File: config.mk
export PLATFORM = sky130hd
export DESIGN_NAME = keyb_emulator
export DESIGN_NICKNAME = d
export VERILOG_FILES = /design/src/rtl/keyb_emulator_pkg.sv /design/src/rtl/keyb_emulator_fifo.sv /design/src/rtl/keyb_emulator.sv
export SDC_FILE = /design/constraint.sdc
export NUM_CORES = 1
export LEC_CHECK = 0
export CORE_UTILIZATION = 35
export DETAILED_ROUTE_END_ITERATION = 7
export DONT_BUFFER_PORTS = 1
export PLACE_DENSITY_LB_ADDON = 0.1
export SLEW_MARGIN = 20
export SYNTH_ARGS = -nofsm -noshare
export SYNTH_HDL_FRONTEND = slang
export SYNTH_SLANG_ARGS = --single-unit
File: constraint.sdc
create_clock -name clk_i -period 2.59 [get_ports clk_i]
set_input_delay 0.518 -clock clk_i [delete_from_list [all_inputs] [get_ports clk_i]]
set_output_delay 0.518 -clock clk_i [all_outputs]
set_load 0.05 [all_outputs]
File: src/rtl/keyb_emulator_pkg.sv
// Shared definitions for the keypad emulator: FSM states, one-hot column/row
// constants and the one-hot validity check for key codes.
package keyb_emulator_pkg;

   typedef enum logic [1:0] {
      ST_IDLE  = 2'd0,
      ST_PRESS = 2'd1,
      ST_GAP   = 2'd2
   } emu_state_e;

   localparam logic [3:0] COL0 = 4'b0001;
   localparam logic [3:0] COL1 = 4'b0010;
   localparam logic [3:0] COL2 = 4'b0100;
   localparam logic [3:0] COL3 = 4'b1000;
   localparam logic [3:0] ROW0 = 4'b0001;
   localparam logic [3:0] ROW1 = 4'b0010;
   localparam logic [3:0] ROW2 = 4'b0100;
   localparam logic [3:0] ROW3 = 4'b1000;
   localparam logic [7:0] KEY_NONE = 8'h00;

   function automatic logic onehot4(input logic [3:0] v);
      return (v != 4'b0000) && ((v & (v - 4'd1)) == 4'b0000);
   endfunction

   function automatic logic key_code_ok(input logic [7:0] k);
      return onehot4(k[7:4]) && onehot4(k[3:0]);
   endfunction

endpackage

File: src/rtl/keyb_emulator_fifo.sv
// Synchronous key-code FIFO with full/empty flags; push ignored when full,
// pop ignored when empty.
module keyb_emulator_fifo #(
   parameter int DEPTH = 4,
   parameter int WIDTH = 8
) (
   input  logic             clk_i,
   input  logic             rst_n_i,
   input  logic             push_i,
   input  logic [WIDTH-1:0] data_i,
   input  logic             pop_i,
   output logic [WIDTH-1:0] data_o,
   output logic             full_o,
   output logic             empty_o
);

   localparam int AW = $clog2(DEPTH);

   logic [WIDTH-1:0] mem_q [DEPTH];
   logic [AW:0]      wr_q;
   logic [AW:0]      rd_q;

   assign empty_o = (wr_q == rd_q);
   assign full_o  = (wr_q[AW] != rd_q[AW]) && (wr_q[AW-1:0] == rd_q[AW-1:0]);
   assign data_o  = mem_q[rd_q[AW-1:0]];

   always_ff @(posedge clk_i) begin
      if (push_i && !full_o) begin
         mem_q[wr_q[AW-1:0]] <= data_i;
      end
   end

   always_ff @(posedge clk_i or negedge rst_n_i) begin
      if (!rst_n_i) begin
         wr_q <= '0;
         rd_q <= '0;
      end else begin
         if (push_i && !full_o) wr_q <= wr_q + 1'b1;
         if (pop_i && !empty_o) rd_q <= rd_q + 1'b1;
      end
   end

endmodule

File: src/rtl/keyb_emulator.sv
// Keypad-side 4x4 matrix emulator: queued key codes are replayed on the row lines,
// aligned to scan frames. Optional bounce prefix via KEYB_EMU_BOUNCE_EN.
//
// state    | meaning
// ST_IDLE  | no key active, waiting for a frame end with a queued code
// ST_PRESS | act_code_q shown on rows while its column is driven
// ST_GAP   | key released for GAP_FRAMES frames before the next one
module keyb_emulator
   import keyb_emulator_pkg::*;
#(
   parameter int HOLD_FRAMES = 4,
   parameter int GAP_FRAMES  = 2,
   parameter int FIFO_DEPTH  = 4
) (
   input  logic       clk_i,
   input  logic       rst_n_i,
   input  logic [3:0] cols_i,
   output logic [3:0] rows_o,
   input  logic       key_valid_i,
   output logic       key_ready_o,
   input  logic [7:0] key_code_i,
   output logic       busy_o,
   output logic       err_code_o
);

`ifdef KEYB_EMU_BOUNCE_EN
   localparam int PRESS_FRAMES = HOLD_FRAMES + 2;
`else
   localparam int PRESS_FRAMES = HOLD_FRAMES;
`endif
   localparam int CW = $clog2(((HOLD_FRAMES > GAP_FRAMES) ? HOLD_FRAMES : GAP_FRAMES) + 2);
   localparam logic [CW-1:0] PRESS_LAST = CW'(PRESS_FRAMES - 1);
   localparam logic [CW-1:0] GAP_LAST   = CW'(GAP_FRAMES - 1);
   localparam logic [CW-1:0] CNT_SAT    = '1;

   emu_state_e    state_q;
   logic [CW-1:0] cnt_q;
   logic [CW-1:0] cnt_inc_d;
   logic [7:0]    act_code_q;
   logic [3:0]    cols_q;
   logic          err_q;

   logic          frame_end;
   logic          fifo_full;
   logic          fifo_empty;
   logic [7:0]    fifo_dout;
   logic          push;
   logic          code_ok;
   logic          pop;
   logic          bounce_off;

   assign frame_end = (cols_i == COL3) && (cols_q != COL3);
   assign push      = key_valid_i && !fifo_full;
   assign code_ok   = key_code_ok(key_code_i);
   assign cnt_inc_d = (cnt_q == CNT_SAT) ? cnt_q : cnt_q + 1'b1;

   assign pop = frame_end && !fifo_empty &&
                ((state_q == ST_IDLE) || ((state_q == ST_GAP) && (cnt_q == GAP_LAST)));

   keyb_emulator_fifo #(
      .DEPTH (FIFO_DEPTH),
      .WIDTH (8)
   ) u_fifo (
      .clk_i   (clk_i),
      .rst_n_i (rst_n_i),
      .push_i  (push && code_ok),
      .data_i  (key_code_i),
      .pop_i   (pop),
      .data_o  (fifo_dout),
      .full_o  (fifo_full),
      .empty_o (fifo_empty)
   );

   always_ff @(posedge clk_i or negedge rst_n_i) begin
      if (!rst_n_i) begin
         state_q    <= ST_IDLE;
         cnt_q      <= '0;
         act_code_q <= KEY_NONE;
         cols_q     <= 4'b0000;
         err_q      <= 1'b0;
      end else begin
         cols_q <= cols_i;
         err_q  <= push && !code_ok;
         case (state_q)
            ST_IDLE: begin
               if (pop) begin
                  act_code_q <= fifo_dout;
                  cnt_q      <= '0;
                  state_q    <= ST_PRESS;
               end
            end
            ST_PRESS: begin
               if (frame_end) begin
                  if (cnt_q == PRESS_LAST) begin
                     cnt_q   <= '0;
                     state_q <= ST_GAP;
                  end else begin
                     cnt_q <= cnt_inc_d;
                  end
               end
            end
            ST_GAP: begin
               if (frame_end) begin
                  if (cnt_q == GAP_LAST) begin
                     cnt_q <= '0;
                     if (pop) begin
                        act_code_q <= fifo_dout;
                        state_q    <= ST_PRESS;
                     end else begin
                        state_q <= ST_IDLE;
                     end
                  end else begin
                     cnt_q <= cnt_inc_d;
                  end
               end
            end
            default: begin
               cnt_q   <= '0;
               state_q <= ST_IDLE;
            end
         endcase
      end
   end

   // Bounce prefix: first press frame asserted, second released, then the hold.
`ifdef KEYB_EMU_BOUNCE_EN
   assign bounce_off = (cnt_q == CW'(1));
`else
   assign bounce_off = 1'b0;
`endif

   // Combinational from live cols so the scanner sees the key on the same edge.
   assign rows_o = ((state_q == ST_PRESS) && (cols_i == act_code_q[7:4]) && !bounce_off) ?
                   act_code_q[3:0] : 4'b0000;

   assign busy_o      = (state_q != ST_IDLE) || !fifo_empty;
   assign key_ready_o = !fifo_full;
   assign err_code_o  = err_q;

endmodule
Word level (Yosys, flattened, before mapping)
Memories as Yosys holds them, arrays and structs flattened. Cells that the tools add are included.

Add/sub/neg operators: 5. Eq/ne operators: 16. Mux-type cells: 21. Bitwise gates (word level): 2. Reduce and logical (&&, ||, !) cells: 29.

Operators by type and width (count): $mux W8 (3); $mux W3 (6); $pmux W8 S2 (1); $logic_and A1 B1 Y1 (14); $mux W2 (5); $add A3 B1 Y3 const B (3); $pmux W3 S3 (1); $and A4 B4 Y4 (2); $logic_not A4 Y1 (2); $reduce_bool A4 Y1 (2); $sub A4 B1 Y4 const B (2); $ne A2 B2 Y1 const B (3); $pmux W2 S3 (1); $reduce_and A3 Y1 (2); $reduce_and A5 Y1 (1); $eq A4 B4 Y1 (1); $eq A4 B4 Y1 const B (1); $mux W4 (1); $ne A2 B1 Y1 const B (2); $ne A4 B4 Y1 const B (1); $reduce_bool A2 Y1 (2); $eq A3 B1 Y1 const B (1); $eq A3 B2 Y1 const B (1); $eq A3 B3 Y1 (1); 9 further kinds (14).

Flip-flop bits (word level): 24. RAM bits: 32. Bits of input ports: 15. Output and inout port bits: 7. Logic and storage cells: 81. Memories kept: 1.

Memory list: u_fifo.mem_q (depth 4, width 8, rd ports 1, clocked after Yosys merged registers in 0, wr ports 1, RTL line keyb_emulator_fifo.sv:19) `logic [WIDTH-1:0] mem_q [DEPTH];`.

Longest topological paths before layout
Gate-level depths: netlist of run 1.

Word-level depth: 9. Mapped depth: 7. Gate-level depth less buffers: 6.

Cells and area by module
From an unflattened synthesis of run 1, not the netlist that was laid out.

Cells, all modules: 197. Area, all modules: 2816.5 um2.

Modules (own cells, without submodules): keyb_emulator_fifo (instances 1, cells each 90, area an instance 1695.4 um2, sequential area each 1111.1 um2); keyb_emulator (instances 1, cells each 107, area an instance 1121.1 um2, sequential area each 450.4 um2).

Least setup slack after synthesis of run 1
Ideal clock, no wire load.

Kind: input-to-reg. Start: input key_code_i[4]. End: memory u_fifo.mem_q[3][0], enable pin. Library setup time: 401 ps. Arrival time: 1848 ps. Required time: 2189 ps. Path slack: 341 ps. Cell stages on the path: 3. Cells stage by stage: a22oi_1 -> nand2_1 -> nor4_1.

Word-level cells in the longest chain between the ends: 9.

RTL lines: start, declared (RTL line keyb_emulator.sv:21) `input logic [7:0] key_code_i,`; $sub A4 B1 Y4 (RTL line keyb_emulator_pkg.sv:22) `return (v != 4'b0000) && ((v & (v - 4'd1)) == 4'b0000);`; $and A4 B4 Y4 (RTL line keyb_emulator_pkg.sv:22); $logic_not A4 Y1 (RTL line keyb_emulator_pkg.sv:22); $logic_and A1 B1 Y1 * (RTL line keyb_emulator_pkg.sv:22); $logic_and A1 B1 Y1 * (RTL line keyb_emulator_pkg.sv:26) `return onehot4(k[7:4]) && onehot4(k[3:0]);`; $logic_and A1 B1 Y1 * (RTL line keyb_emulator.sv:66) `.push_i (push && code_ok),`; $logic_and A1 B1 Y1 * (RTL line keyb_emulator_fifo.sv:28) `if (push_i && !full_o) begin`; $mux W1 * (RTL line keyb_emulator_fifo.sv:28); $mux W1 (not written as such) * (RTL line keyb_emulator_fifo.sv:29) `mem_q[wr_q[AW-1:0]] <= data_i;`; end, declared (RTL line keyb_emulator_fifo.sv:19).

Every way passes the cells marked *; elsewhere a longest branch is shown, timed or not.

Final worst setup path of run 1
Start: register state_q[1]. End: output busy_o.

Word-level cells in the longest chain between the ends: 2.

RTL lines: start, declared (RTL line keyb_emulator.sv:36) `emu_state_e state_q;`; start signal, assigned (RTL line keyb_emulator.sv:76) `state_q <= ST_IDLE;`; start signal, assigned (RTL line keyb_emulator.sv:89) `state_q <= ST_PRESS;`; start signal, assigned (RTL line keyb_emulator.sv:96) `state_q <= ST_GAP;`; $reduce_bool A2 Y1 (RTL line keyb_emulator.sv:136) `assign busy_o = (state_q != ST_IDLE) || !fifo_empty;`; $logic_or A1 B1 Y1 (RTL line keyb_emulator.sv:136); end, declared (RTL line keyb_emulator.sv:22) `output logic busy_o,`.

No other way between the ends.

==> results by group, run 1 <==
Logic synthesis
  • Ys flop type: edfxtp_1
  • #FFs+latches synth: 56
  • Main combinational cell family by area after synthesis: multiplexers
  • Syn Area/Cell: around 16 µm²
  • Xor and xnor area share after synthesis: 0.0541
  • Mux share of post-synthesis cell area: 0.143
  • Post-Syn Nets: between 150 and 200
  • Netlist cell types: 39
  • Simple-Gate Fraction of Synth Area: 0.0956
  • Post-synthesis compound-gate area fraction: 0.0508
  • Yosys warns: 0
  • Post-synth ARST share: 0.429
  • Post-Synth Adder-Cell Area: 0.0513
  • Post-synthesis sequential area ratio: 0.582
  • Post-synth EDFFs: 32
  • Cell area after synthesis: 2680 µm²
  • Syn Inst Count: about 170

GRT
  • Grt ovf: 0
  • First-pass GRT wire length: roughly 7500 µm
  • Antenna violations before repair: 0
  • Global Route Usage Sum: 0.131
  • Largest net degree at the start of global routing: 25
  • Number of global-route vias before repair: ~1500

Finish
  • Fin area: between 2000 and 3000 µm²
  • Area grow syn2layout: 11.0%
  • Most frequent cells in the layout: edfxtp_1, dfrtp_1, ha_1
  • Final Instance Count excl. Fillers: approximately 290
  • Nets: about 210
  • Fillcell total: 645
  • ANT cells: 0
  • Most common cell after layout, fill and taps aside: edfxtp_1
  • Layout cells sized above 1: 0.241

Clock tree
  • Num CTS Buffers: 5
  • Postcts setup bufs: 0
  • Worst-case clock buffer depth: 2
  • Clock root buffer: clkbuf_8
  • H-tree level count: 2
  • Clock net sink count: 56
  • CTS tree: built
  • Clk slew on worst S/H paths: around 0.10 ns
  • Clock latency on the worst-skew pair: 0.31 ns

Critical path
  • Critical setup path kind: flip-flop to primary output
  • Crit Reg-Reg Endpoint: act_code_q[6]$_DFFE_PN0P_
  • R2R setup slack: 0.46 ns
  • Crit path capture: busy_o
  • CP Buf/Inv Count: 4
  • Top cell by count, worst path: inv_1
  • Crit path arrival time: between 1.5 and 2 ns
  • CP startpoint: state_q[1]$_DFFE_PN0P_
  • Worst-path fanout max: 7
  • CP Cell Sequence: inv_1, ha_1, inv_1, nor4_4, inv_1, buf_4
  • R2R Path Start: state_q[0]$_DFFE_PN0P_
  • Worst path required time: approximately 2.1 ns
  • Critical Path Source Type: flip-flop
  • Register-to-Register Path Depth: 6
  • Critical path depth in cells: 6
  • CP Capture Type: primary output
  • Crit path max-delay family: buffers and inverters
  • CP max-delay cell: nor4_4
  • Critical Path Max Stage Delay: about 0.45 ns

Route
  • Router iterations before antenna repair: 4
  • Initial DRC Count: 75
  • Wire per inst: approximately 16 µm
  • # DRC: 0
  • Vias per cell: 4.85
  • DR vias: between 1000 and 1500
  • Post-Route WL: ~4700 µm
  • Post-DRT Antenna Nets: 0

Power and ir drop
  • Worst vdd ir: approximately 0.00032 V
  • Leakage Power: 1.16 nW
  • Overall power: 0.00273 W
  • PwrDens: slightly above 900 nW/µm²

Timing
  • Hold Vio Cnt, Final: 0
  • Worst clock skew: 0.00734 ns
  • Final setup vio count: 0
  • Final slew viol count: 0
  • Fmax: roughly 420 MHz
  • Rel. slew slack: 0.668
  • Final WS setup: 0.219 ns
  • Fin crit share: 0.915
  • Least-Margin Pin Slew: roughly 0.49 ns
  • Crit path time final: 2.37 ns
  • RSZ-0062 raised after global routing: false
  • Fin Setup TNS: 0 ns

Run status
  • Status: complete, no violations

Placed design
  • Port Buffers: 0
  • Routability cong.: about 0.75
  • Place WS: roughly 0.27 ns
  • DP HPWL: approximately 3500 µm
  • Placement Cell Area: about 2800 µm²
  • Inst Count DP: ~280

Min path
  • Hold Path Stages: 0
  • Hold crit path type: primary input to flip-flop

Floorplan
  • Rows: 31
  • Die Wd: about 90 µm
  • Initial Utilization: 0.366
  • Io pins: 22
  • Total core area: about 7300 µm²
  • Die area: 8020 µm²
  • Die Ht: roughly 90 µm

Job
  • Max cap viols: 0
[cell usage after synthesis (4+ instances only)]
cell,number,share of area
inv_1,9,0.013
nor3_1,5,0.0093
xnor2_1,5,0.016
edfxtp_1,32,0.36
and2_1,8,0.019
ha_1,11,0.051
mux4_1,8,0.078
nand2_1,4,0.0056
xor2_1,6,0.020
nor2_1,6,0.0084
o21ai_0,5,0.0093
dfrtp_1,24,0.22
mux2_4,10,0.056
[layout make-up]
class | instances | area [µm²] | share of cell area
clock buffers | 5 | 68.8 | 0.0231
clock inverters | 3 | 21.3 | 0.00714
inverters | 9 | 33.8 | 0.0113
multi-input cells | 104 | 1080 | 0.362
flip-flops and latches | 56 | 1560 | 0.524
well taps | 99 | 124 | 0.0416
repair buffers | 10 | 90.1 | 0.0303
[per-stage QoR]
step,utilization,hold slack (ns)
2_1_floorplan,-,0.222
3_3_place_gp,0.387,0.223
3_5_place_dp,0.387,0.223
4_1_cts,0.403,0.00155
5_1_grt,0.406,0.196
6_report,0.406,0.223
[metal layers]
layer / up-vias / share of wire / global-route usage
met5: - / 0 / 0
li1: 671 / - / -
met4: 0 / 0.014 / 0.0505
met3: 6 / 0.037 / 0.0360
met1: 689 / 0.47 / 0.169
met2: 20 / 0.48 / 0.211
[worst min path at each step]
stage | start | to | slack [ns]
3_5_place_dp | rst_n_i | cnt_q[1]$_DFFE_PN0P_ | 0.22
6_report | cols_i[3] | cols_q[3]$_DFF_PN0_ | 0.22
5_1_grt | cols_i[3] | cols_q[3]$_DFF_PN0_ | 0.20
3_3_place_gp | rst_n_i | cnt_q[1]$_DFFE_PN0P_ | 0.22
2_1_floorplan | rst_n_i | act_code_q[0]$_DFFE_PN0P_ | 0.22
4_1_cts | rst_n_i | cnt_q[1]$_DFFE_PN0P_ | 0.002
[what timing repair did]
action	in CTS	in global routing
endpoints found under the setup margin	4	5
gates resized for setup	4	2
hold buffers	1	1
endpoints found under the hold margin	24	11
[flip-flops by register name (all words and copies together) (netlist names)]
register and count:
cols_q 4, cnt_q 3, u_fifo.mem_q 32, u_fifo.rd_q 3, act_code_q 8, state_q 2, err_code_o 1, u_fifo.wr_q 3
[where the power goes]
part	internal [W]	switching [W]	leakage [nW]	total, W
clock	0.000193	0.000289	0.0445	0.000481
combinational	0.000498	0.000532	0.531	0.00103
sequential	0.00108	0.000140	0.589	0.00122
[cell families after synthesis]
group / Yosys count
DFF: 56
and+or+nand+nor: 40
muxes: 20
AOI/OAI and AO/OA: 19
xor gates and xnor gates: 14
buffers and inverters: 12
adders and majority gates: 11
No activity file was read; power rests on OpenSTA's default activity.
==> run 2, diff against run 1 <==
- PLACE_DENSITY: default -> 0.57
- PLACE_DENSITY_LB_ADDON: 0.1 -> default
==> run 2 against run 1 <==
Largest cell class unchanged. Non-clock buffer count unchanged. Core utilization decreased by 0.085 points. Critical path type unchanged. Cell area decreased by 0.21%.
==> results by group, run 2 (synthesis results as in run 1) <==
Run status
  • Status: complete, no violations

Floorplan
  • Rows: 31 (unchanged)
  • Io pins: 22 (unchanged)
  • Total core area: 7330 µm² (unchanged)
  • Die Ht: 89.6 µm (unchanged)
  • Die area: 8020 µm² (unchanged)
  • Die Wd: 89.6 µm (unchanged)
  • Initial Utilization: 0.366 (unchanged)

Critical path
  • Crit path arrival time: 1.88 ns (+0.03 ns)
  • CP Cell Sequence: inv_1, ha_1, inv_1, nor4_2, inv_1, buf_4
  • CP Buf/Inv Count: 4 (unchanged)
  • CP max-delay cell: nor4_2
  • Critical Path Max Stage Delay: 0.48 ns (+0.03 ns)
  • Worst-path fanout max: 4 (-3)
  • R2R setup slack: 0.29 ns (-0.17 ns)
  • R2R Path Start: u_fifo.rd_q[1]$_DFFE_PN0P_
  • Top cell by count, worst path: inv_1
  • Register-to-Register Path Depth: 4 (-2)
  • Crit Reg-Reg Endpoint: u_fifo.mem_q[2][6]$_DFFE_PP_
  • Crit path max-delay family: simple AND/OR/NAND/NOR gates
  • CP Capture Type: primary output
  • Critical setup path kind: flip-flop to primary output
  • Worst path required time: 2.07 ns (about the same)
  • Critical Path Source Type: flip-flop

Timing
  • Crit path time final: 2.39 ns (+0.0222 ns)
  • Fmax: 418 MHz (-0.93%)
  • Final setup vio count: 0 (unchanged)
  • Hold Vio Cnt, Final: 0 (unchanged)
  • Rel. slew slack: 0.683 (+0.0156)
  • Least-Margin Pin Slew: 0.471 ns (-0.0227 ns)
  • Fin crit share: 0.924 (+0.00856)
  • RSZ-0062 raised after global routing: false
  • Hold Worst Slack: 0.217 ns (-0.00549 ns)
  • Final slew viol count: 0 (unchanged)
  • Fin Setup TNS: 0 ns (unchanged)
  • Worst clock skew: 0.0112 ns (+0.00384 ns)

Clock tree
  • Clk slew on worst S/H paths: 0.11 ns (about the same)
  • H-tree level count: 2 (unchanged)
  • Clock net sink count: 56 (unchanged)
  • CTS tree: built
  • Postcts setup bufs: 0 (unchanged)
  • Clock root buffer: clkbuf_8
  • Num CTS Buffers: 5 (unchanged)
  • Worst-case clock buffer depth: 2 (unchanged)
  • Clock latency on the worst-skew pair: 0.31 ns (about the same)

GRT
  • Number of global-route vias before repair: 1518 (+3.9%)
  • Met1 GRT Util: 0.179 (+0.00991)
  • Met2 Use GR: 0.207 (-0.00413)
  • Largest net degree at the start of global routing: 25 (unchanged)
  • First-pass GRT wire length: 7780 µm (+3.7%)
  • Global Route Usage Sum: 0.132 (+0.000301)
  • GRT Max-Usage Layer: met2
  • Routing usage on met3: 0.0369 (+0.000923)
  • Grt ovf: 0 (unchanged)
  • Antenna violations before repair: 0 (unchanged)

Min path
  • Hold Path Stages: 0 (unchanged)
  • Hold crit path type: primary input to flip-flop
  • Hold path endpoint: cols_q[2]$_DFF_PN0_
  • HP Start: cols_i[2]

Finish
  • Final Instance Count excl. Fillers: 286 (unchanged)
  • Nets: 212 (unchanged)
  • ANT cells: 0 (unchanged)
  • Most frequent cells in the layout: edfxtp_1, dfrtp_1, ha_1
  • Layout cells sized above 1: 0.219 (-0.0214)
  • Max FFs per register: 32 (unchanged)
  • Most common cell after layout, fill and taps aside: edfxtp_1
  • Area grow syn2layout: 10.7%
  • Post-Route Utilization: 0.405 (-0.000854)

Route
  • Post-DRT Antenna Nets: 0 (unchanged)
  • DR vias: 1420 (+2.5%)
  • Router iterations before antenna repair: 4 (unchanged)
  • Post-Route WL: 4720 µm (unchanged)
  • Initial DRC Count: 57 (-24%)
  • Vias per cell: 4.97 (+2.5%)
  • # DRC: 0 (unchanged)
  • Wire per inst: 16.5 µm (unchanged)

Power and ir drop
  • PwrDens: 915 nW/µm² (-0.15%)
  • Worst vdd ir: 0.000281 V (-12%)
  • Leakage Power: 1.17 nW (+0.23%)

Placed design
  • Routability cong.: 0.837 (+11%)
  • DP HPWL: 3550 µm (+2.6%)
  • Port Buffers: 0 (unchanged)
  • Inst Count DP: 276 (unchanged)

Job
  • Max cap viols: 0 (unchanged)
==> run 2: cell type report <==
cell class | count | area (µm²)
well taps | 99 | 124
multi-input cells | 104 | 1060
fillers | 665 | 4360
inverters | 9 | 33.8
clock buffers | 5 | 68.8
flip-flops and latches | 56 | 1560
repair buffers | 10 | 90.1
clock inverters | 3 | 28.8
==> run 2: where the power goes <==
part	internal, W	switching [W]	leakage, nW
clock	0.000205	0.000312	0.0511
combinational	0.000476	0.000492	0.527
sequential	0.00107	0.000159	0.589
total	0.00176	0.000962	1.17
==> run 2: worst max-delay path by stage <==
stage | start | to | slack [ns] | depth (start not counted)
2_1_floorplan | key_code_i[4] | u_fifo.mem_q[3][0]$_DFFE_PP_ | 0.34 | 3
3_3_place_gp | u_fifo.rd_q[1]$_DFFE_PN0P_ | u_fifo.mem_q[2][1]$_DFFE_PP_ | 0.36 | 4
3_5_place_dp | u_fifo.rd_q[1]$_DFFE_PN0P_ | u_fifo.mem_q[1][1]$_DFFE_PP_ | 0.30 | 4
4_1_cts | state_q[1]$_DFFE_PN0P_ | rows_o[1] | 0.009 | 6
5_1_grt | state_q[1]$_DFFE_PN0P_ | rows_o[1] | 0.01 | 6
6_report | state_q[0]$_DFFE_PN0P_ | busy_o | 0.20 | 6
==> run 2: timing repair <==
action	4_1_cts	5_1_grt
hold endpoints to repair	24	0
hold buffers	2	0
resized for setup	0	1
setup endpoints to repair	0	4
==> run 2: routing by layer <==
| layer | share of wire | vias to the layer above | routed length, µm |
|---|---|---|---|
| met4 | 0.012 | 0 | 55 |
| met1 | 0.47 | 693 | 2200 |
| met2 | 0.48 | 39 | 2260 |
| met3 | 0.044 | 8 | 208 |
| li1 | - | 680 | - |
| met5 | 0 | - | 0 |
==> run 2: through the flow <==
stage | cell area, µm² | power, W | worst slack (ns)
finish | 2970 | 0.00272 | 0.197
global route | 2970 | 0.00290 | 0.0136
CTS | 2970 | 0.00274 | 0.00921
detailed placement | 2840 | 0.00220 | 0.297
global placement | 2840 | 0.00215 | 0.363
floorplan | 2680 | 0.00200 | 0.341
